[src/rtl/ksa_seq_pkg.sv]
// Shared types and frame layout constants for the KSA frame sequencer.
// Byte indices match the wire order of the RX operand frame and the TX result frame.
package ksa_seq_pkg;

    typedef enum logic [2:0] {
        S_IDLE,
        S_COLLECT,
        S_SETTLE,
        S_CAPTURE,
        S_SEND,
        S_WAIT_DONE,
        S_NEXT
    } state_t;

    localparam logic [7:0] TX_HDR = 8'h00;

    localparam int RX_LEN = 5;
    localparam int TX_LEN = 6;
    localparam logic [2:0] RX_LAST = 3'(RX_LEN - 1);
    localparam logic [2:0] TX_LAST = 3'(TX_LEN - 1);

    localparam logic [2:0] RX_A_LO = 3'd0;
    localparam logic [2:0] RX_A_HI = 3'd1;
    localparam logic [2:0] RX_B_LO = 3'd2;
    localparam logic [2:0] RX_B_HI = 3'd3;
    localparam logic [2:0] RX_CIN  = 3'd4;

    localparam logic [2:0] TX_IDX_HDR     = 3'd0;
    localparam logic [2:0] TX_IDX_CORR_HI = 3'd1;
    localparam logic [2:0] TX_IDX_CORR_LO = 3'd2;
    localparam logic [2:0] TX_IDX_FLAGS   = 3'd3;
    localparam logic [2:0] TX_IDX_UNC_HI  = 3'd4;
    localparam logic [2:0] TX_IDX_UNC_LO  = 3'd5;

endpackage

[src/rtl/ksa_frame_rx.sv]
// Operand frame assembler: stores accepted bytes into a/b/cin, flags the last byte,
// and drops a partial frame after RX_TIMEOUT idle cycles between bytes.
module ksa_frame_rx
    import ksa_seq_pkg::*;
#(
    parameter int RX_TIMEOUT = 1023
) (
    input  logic        baud_clock,
    input  logic        reset,
    input  logic [7:0]  rx_byte,
    input  logic        rx_valid,
    input  logic        accept,
    output logic [15:0] a_reg,
    output logic [15:0] b_reg,
    output logic        cin_reg,
    output logic        frame_ready,
    output logic        timeout_hit
);

    localparam logic [15:0] GAP_LAST = 16'(RX_TIMEOUT - 1);

    logic [2:0]  rx_ptr;
    logic [15:0] gap_cnt;
    logic        store;

    assign store       = accept && rx_valid;
    assign frame_ready = store && (rx_ptr == RX_LAST);
    // A byte arriving on the would-be timeout cycle wins: it is stored and the gap restarts.
    assign timeout_hit = (rx_ptr != 3'd0) && !rx_valid && (gap_cnt == GAP_LAST);

    always_ff @(posedge baud_clock or negedge reset) begin
        if (!reset) begin
            rx_ptr  <= 3'd0;
            gap_cnt <= 16'd0;
            a_reg   <= 16'd0;
            b_reg   <= 16'd0;
            cin_reg <= 1'b0;
        end else begin
            if (rx_valid) begin
                gap_cnt <= 16'd0;
            end else if (gap_cnt != 16'hFFFF) begin
                gap_cnt <= gap_cnt + 16'd1;
            end

            if (store) begin
                case (rx_ptr)
                    RX_A_LO: a_reg[7:0]  <= rx_byte;
                    RX_A_HI: a_reg[15:8] <= rx_byte;
                    RX_B_LO: b_reg[7:0]  <= rx_byte;
                    RX_B_HI: b_reg[15:8] <= rx_byte;
                    RX_CIN:  cin_reg     <= rx_byte[0];
                    default: ;
                endcase
                rx_ptr <= frame_ready ? 3'd0 : rx_ptr + 3'd1;
            end else if (timeout_hit) begin
                rx_ptr <= 3'd0;
            end
        end
    end

endmodule

[src/rtl/ksa_frame_sequencer.sv]
// Drives the KSA adder from a 5-byte RX frame, holds correction for a settle window,
// captures both results and streams a 6-byte result frame over the xmit/done handshake.
module ksa_frame_sequencer
    import ksa_seq_pkg::*;
#(
    parameter int SETTLE_CYCLES = 5,
    parameter int RX_TIMEOUT    = 1023
) (
    input  logic        baud_clock,
    input  logic        reset,
    input  logic [7:0]  rx_byte,
    input  logic        rx_valid,
    output logic [15:0] add_a,
    output logic [15:0] add_b,
    output logic        add_cin,
    output logic        correction_enable,
    input  logic [15:0] corrected_sum,
    input  logic [15:0] uncorrected_sum,
    input  logic        cout,
    output logic        tx_start,
    output logic [7:0]  tx_data,
    input  logic        tx_done,
    output logic        busy,
    output logic        fault_flag,
    output logic [7:0]  frame_count,
    output logic        err_timeout,
    output logic        rx_overrun
);

    localparam logic [7:0] SETTLE_LAST = 8'(SETTLE_CYCLES - 1);

    state_t      state;
    state_t      state_nxt;
    logic [7:0]  settle_cnt;
    logic [2:0]  tx_ptr;
    logic [15:0] corr_q;
    logic [15:0] unc_q;
    logic        cout_q;
    logic        accept;
    logic        frame_ready;
    logic        timeout_hit;

    assign accept = (state == S_IDLE) || (state == S_COLLECT);

    ksa_frame_rx #(
        .RX_TIMEOUT(RX_TIMEOUT)
    ) u_rx (
        .baud_clock  (baud_clock),
        .reset       (reset),
        .rx_byte     (rx_byte),
        .rx_valid    (rx_valid),
        .accept      (accept),
        .a_reg       (add_a),
        .b_reg       (add_b),
        .cin_reg     (add_cin),
        .frame_ready (frame_ready),
        .timeout_hit (timeout_hit)
    );

    always_ff @(posedge baud_clock or negedge reset) begin
        if (!reset) begin
            state <= S_IDLE;
        end else begin
            state <= state_nxt;
        end
    end

    always_comb begin
        state_nxt = state;
        unique case (state)
            S_IDLE:      if (rx_valid) state_nxt = S_COLLECT;
            S_COLLECT: begin
                if (frame_ready) begin
                    state_nxt = S_SETTLE;
                end else if (timeout_hit) begin
                    state_nxt = S_IDLE;
                end
            end
            S_SETTLE:    if (settle_cnt == SETTLE_LAST) state_nxt = S_CAPTURE;
            S_CAPTURE:   state_nxt = S_SEND;
            S_SEND:      if (!tx_done) state_nxt = S_WAIT_DONE;
            S_WAIT_DONE: if (tx_done) state_nxt = (tx_ptr == TX_LAST) ? S_IDLE : S_NEXT;
            S_NEXT:      state_nxt = S_SEND;
            default:     state_nxt = S_IDLE;
        endcase
    end

    always_comb begin
        busy              = (state != S_IDLE);
        correction_enable = (state == S_SETTLE);
        tx_start          = (state == S_SEND);
    end

    always_ff @(posedge baud_clock or negedge reset) begin
        if (!reset) begin
            settle_cnt  <= 8'd0;
            tx_ptr      <= 3'd0;
            corr_q      <= 16'd0;
            unc_q       <= 16'd0;
            cout_q      <= 1'b0;
            fault_flag  <= 1'b0;
            frame_count <= 8'd0;
            err_timeout <= 1'b0;
            rx_overrun  <= 1'b0;
        end else begin
            settle_cnt  <= (state == S_SETTLE) ? settle_cnt + 8'd1 : 8'd0;
            err_timeout <= timeout_hit;
            rx_overrun  <= rx_valid && !accept;
            if (state == S_CAPTURE) begin
                corr_q     <= corrected_sum;
                unc_q      <= uncorrected_sum;
                cout_q     <= cout;
                fault_flag <= (corrected_sum != uncorrected_sum);
                tx_ptr     <= 3'd0;
            end
            if (state == S_NEXT) begin
                tx_ptr <= tx_ptr + 3'd1;
            end
            if ((state == S_WAIT_DONE) && tx_done && (tx_ptr == TX_LAST)) begin
                frame_count <= frame_count + 8'd1;
            end
        end
    end

    // tx_ptr moves one cycle ahead of tx_start (NEXT state), so this mux is settled at the request.
    always_comb begin
        tx_data = TX_HDR;
        case (tx_ptr)
            TX_IDX_HDR:     tx_data = TX_HDR;
            TX_IDX_CORR_HI: tx_data = corr_q[15:8];
            TX_IDX_CORR_LO: tx_data = corr_q[7:0];
            TX_IDX_FLAGS:   tx_data = {6'b0, fault_flag, cout_q};
            TX_IDX_UNC_HI:  tx_data = unc_q[15:8];
            TX_IDX_UNC_LO:  tx_data = unc_q[7:0];
            default:        tx_data = TX_HDR;
        endcase
    end

endmodule
[config.mk]
export PLATFORM = sky130hd
export DESIGN_NAME = ksa_frame_sequencer
export DESIGN_NICKNAME = d
export VERILOG_FILES = /design/src/rtl/ksa_seq_pkg.sv /design/src/rtl/ksa_frame_rx.sv /design/src/rtl/ksa_frame_sequencer.sv
export SDC_FILE = /design/constraint.sdc
export NUM_CORES = 1
export LEC_CHECK = 0
export ABC_CLOCK_PERIOD_IN_PS = 2550
export CAP_MARGIN = 5
export CORE_ASPECT_RATIO = 0.75
export CORE_MARGIN = 4
export CORE_UTILIZATION = 40
export CTS_CLUSTER_SIZE = 12
export DETAILED_ROUTE_END_ITERATION = 10
export HOLD_SLACK_MARGIN = 0.05
export PLACE_DENSITY = 0.76
export SKIP_CTS_REPAIR_TIMING = 1
export SLEW_MARGIN = 20
export SYNTH_ARGS = -nofsm -noshare
export SYNTH_HDL_FRONTEND = slang
export SYNTH_SLANG_ARGS = --single-unit
[constraint.sdc]
create_clock -name baud_clock -period 2.55 [get_ports baud_clock]
set_clock_uncertainty 0.05 [all_clocks]
set_input_delay 0.765 -clock baud_clock [delete_from_list [all_inputs] [get_ports baud_clock]]
set_output_delay 0.765 -clock baud_clock [all_outputs]
set_load 0.01 [all_outputs]
After elaboration in Yosys (flattened, before gate mapping). Index checks and enable logic that the tools add are counted. Widths: inputs -> output; s select.

Logic and storage cells: 86. Register bits after elaboration: 110. Input port bits: 45. Output and inout port bits: 55.

$add $sub $neg: 5. Mux-type cells: 16. Equal/unequal tests: 24. Reductions and logical operators: 24.

Operator list (count): $pmux 8 s5 (1); $mux 3 (11); $mux 16 (2); $eq 3x2->1 const B (6); $eq 3x3->1 const B (6); $pmux 3 s6 (1); $add 16x1->16 const B (1); $add 8x1->8 const B (2); $eq 16x10->1 const B (1); $ne 16x16->1 (1); $ne 16x16->1 const B (1); $reduce_and 2->1 (5); $eq 3x1->1 const B (3); $eq 8x3->1 const B (1); $mux 8 (1); $logic_and 1x1->1 (7); $add 3x1->3 const B (2); $logic_not 3->1 (2); $ne 2x2->1 const B (3); $reduce_bool 2->1 (3); $reduce_bool 3->1 (2); $reduce_and 5->1 (1); $ne 3x2->1 const B (1); $logic_not 1->1 (2); other kinds (3) (3).

Logic depth before layout (Yosys ltp).
Word-level depth: 6. Depth in mapped cells: 8. Gate-level depth less buffers: 6.

By module. From an unflattened synthesis, not the netlist that was laid out.

Cell total of the unflattened synthesis: 438. Area, all modules: 5206.2 um^2.

By module, submodules not included: ksa_frame_sequencer (times used 1, cells an instance 243, area each 2845.2 um^2, sequential area each 1451.4 um^2); ksa_frame_rx (times used 1, cells an instance 195, area each 2361.0 um^2, sequential area each 1301.2 um^2).

Worst setup path before layout. OpenSTA, ideal clock, no wires.

Path type: reg2out. From: reg tx_ptr[1]. To: out tx_data[1]. Required time: 1.735 ns. Stages on the path, launching flop included: 8. Setup slack: -0.132 ns. Path buffers: 2. Arrival: 1.867 ns. Cells stage by stage: dfrtp_1 > clkbuf_1 > clkinv_1 > ha_1 > clkbuf_1 > a32o_1 > a221oi_1 > o32ai_1.

Longest elaborated chain between the ends: 2. Elaborated cells on any way between the ends: 6. Those cells by class: 5 x eq/ne; 1 x mux.

RTL lines: start: declaration (line ksa_frame_sequencer.sv:35) `logic [2:0] tx_ptr;`; start signal: assignment (line ksa_frame_sequencer.sv:117) `tx_ptr <= tx_ptr + 3'd1;`; $eq 3x3->1 (tied with other cells) (line ksa_frame_sequencer.sv:128) `case (tx_ptr)`; $pmux 8 s5 * (line ksa_frame_sequencer.sv:128); end: declaration (line ksa_frame_sequencer.sv:21) `output logic [7:0] tx_data,`.

Every way passes the cells marked *; elsewhere a longest branch is shown, timed or not.

Final worst setup path.
From: reg tx_ptr[1]. To: out tx_data[0].

Same word-level chain as after synthesis.

==> flow_summary.ini <==
[worst_setup_path]
rrSetupSlack_ns = 0.46
critical_path.top_delay_family = compound AO/OA/AOI/OAI gates
regToRegStartpoint = state[1]
cp.arrival_ns = 2.08
cp_slowest_stage_delay_ns = 0.44
path_common_cell = ha_1
critPathLaunchType = register
r2r_end = unc_q[6]
cp_max_fo = 4
worst_path_max_delay_cell = dfrtp_2
critPathBufInv = 2
worstPathCellList = buf_4 -> ha_1 -> ha_1 -> a32o_2 -> a221oi_2 -> o32ai_1 -> clkbuf_2
crit_type = reg2out
end_kind = primary output
worst_ep_required_time_ns = 1.74
r2r_cells = 3

[clock_network]
cts_root_buf = clkbuf_16
clock-sinks = 110
clk_latency_ns = 0.34
clkSlewWorstSetupHoldPaths_ns = 0.07
cts_tree = done
numCtsBuffers = 9
h-tree-depth = 3
clockBufferDepth = 2

[run_status]
outcome = finished with violations
violations = negative setup slack

[drt]
wl_per_cell_um = 17.4
first_pass_iters = 5
vias = 4081
route.detailed.drc = 0
drtAntennaViolNets = 0
drt_iter0_drc = 314
wl_um = 13100
via_per_inst = 5.42

[flow_run]
maxCapViolCount = 0

[synth]
synth_nets = 509
ys_types = 64
synthArstFlopShare_pct = 100
netlist.area_leader.share_pct = 50.5
synthSimpleGateAreaFrac_pct = 13.9
ys.flop_type = dfrtp_1
syn_area_um2 = 5450
synth_cells = 449
ys_ff_latch = 110
synthXorXnorAreaFrac_pct = 5.14
synthTopCellsByArea = dfrtp_1 (51%), mux2_2 (8.9%), xnor2_1 (3.9%), ha_1 (3.4%), mux2_1 (3.3%)
synth_compound_area_share_pct = 10.0
yosysWarnings = 0
yosysTopAreaCell = dfrtp_1
yosysSeqAreaShare_pct = 50.5
synth_mux_area_share_pct = 14.6
synth_top_family_by_area = multiplexers
synthAdderAreaFrac_pct = 3.45
avgSynthCellArea_um2 = 12.1
synth_edf_count = 0

[power_and_ir_drop]
peakVddDrop_mv = 0.434
p_leak_nw = 3.13
power_density_nw_per_um2 = 1070

[cells_and_area]
drive_above_1_share_pct = 26.3
fillerInstances = 1090
syn2layout_area_growth_pct = 32.7
fin_area_um2 = 7230
antenna_cells = 0
final_cells = 753
nets = 637
final_cell_mix = dfrtp_1 (107), clkdlybuf4s50_1 (87), mux2_2 (43), buf_4 (25)
final_common_cell = dfrtp_1

[die]
start_util_pct = 41.4
row_count = 36
coreArea_um2 = 13200
die_w_um = 143
die-area_um2 = 15600
die_height_um = 109
ios = 100

[timing]
setup_viol = 8
fin_crit_ns = 2.90
fin_crit_sh_pct = 114
finalHoldViolCount = 0
setup_slack_ns = -0.346
fmax_mhz = 345
rsz0062_at_grt = yes
finalMaxSlewViolations = 0
max-slew-margin-rel_pct = 39.7
worstMarginPinSlew_ns = 0.904

[grt]
grt_max_degree = 111
grt_pass1_vias = 3971
grt_util_met1_pct = 22.9
grt_overflow = 0
use_met3_pct = 2.89
grt_first_pass_wirelength_um = 20600
grt_most_used_layer = met2
antenna_found_initial = 0
grtUsageMet2_pct = 27.1
grt.total_usage_pct = 16.6

[placement]
port-buffer-count = 99
hpwl_um = 9410
dpl_cell_area_um2 = 6780
gp_congestion = 0.865
dpl.cell_count = 728

[worst_hold_path]
hp-class = in2async
[power by group]
group	switching (W)	internal [W]	leakage (nW)	total [W]
clock	0.000634	0.000796	0.151	0.00143
combinational	0.00152	0.00192	1.60	0.00344
sequential	0.000473	0.00239	1.37	0.00286
[Yosys cell counts (7+ instances only)]
library cell    n
ha_1           15
nand4_1        10
a21oi_1        16
mux2_2         43
mux2_4          8
buf_2           7
o211ai_1        7
xor2_1          8
xnor2_1        24
dfrtp_1       110
mux2_1         16
a32o_1          7
nor2_1         24
nand2_1        19
nand3_1        13
inv_1          13
o21ai_0        13
or3_1           7
[stage by stage]
step / setup TNS [ns] / hold WS [ns] / worst slack (ns) / total power, W / util (%)
after floorplan: 0 / 0.419 / 0.0498 / 0.00451 / -
after global placement: -2.03 / 0.411 / -0.302 / 0.00595 / 51.6
after detailed placement: -2.47 / 0.434 / -0.358 / 0.00608 / 51.6
after CTS: -5.61 / 0.448 / -0.737 / 0.00754 / 53.9
after global routing: -2.37 / 0.469 / -0.410 / 0.00819 / 55.0
final: -1.72 / 0.433 / -0.346 / 0.00773 / 55.0
[worst max path at each step]
stage	to	from	cells past startpoint
3_3_place_gp	tx_data[5]	tx_ptr[1]	6
6_report	tx_data[0]	tx_ptr[1]	7
5_1_grt	tx_data[0]	tx_ptr[1]	7
4_1_cts	tx_data[7]	tx_ptr[0]	7
3_5_place_dp	tx_data[7]	tx_ptr[0]	7
2_1_floorplan	tx_data[0]	tx_ptr[2]	6
[metal layers]
metal,vias to the layer above,part of all wire (%)
met3,17,4.4
met1,2059,44
met4,0,1.4
li1,1912,-
met2,93,50
met5,-,0
[cell type report]
type / instances / area, um2 / area share [%]
well taps: 171 / 214 / 2.96
repair buffers: 131 / 1240 / 17.1
multi-input cells: 308 / 2650 / 36.6
clock inverters: 6 / 67.6 / 0.935
flip-flops and latches: 110 / 2760 / 38.1
clock buffers: 10 / 239 / 3.31
inverters: 17 / 66.3 / 0.917
[kinds of logic after synthesis]
family	after synthesis
buffers and inverters	31
AOI/OAI and AO/OA	75
DFF	110
xor gates and xnor gates	32
and+or+nand+nor	118
muxes	68
adders and majority gates	15
No activity file was read; power rests on OpenSTA's default activity.
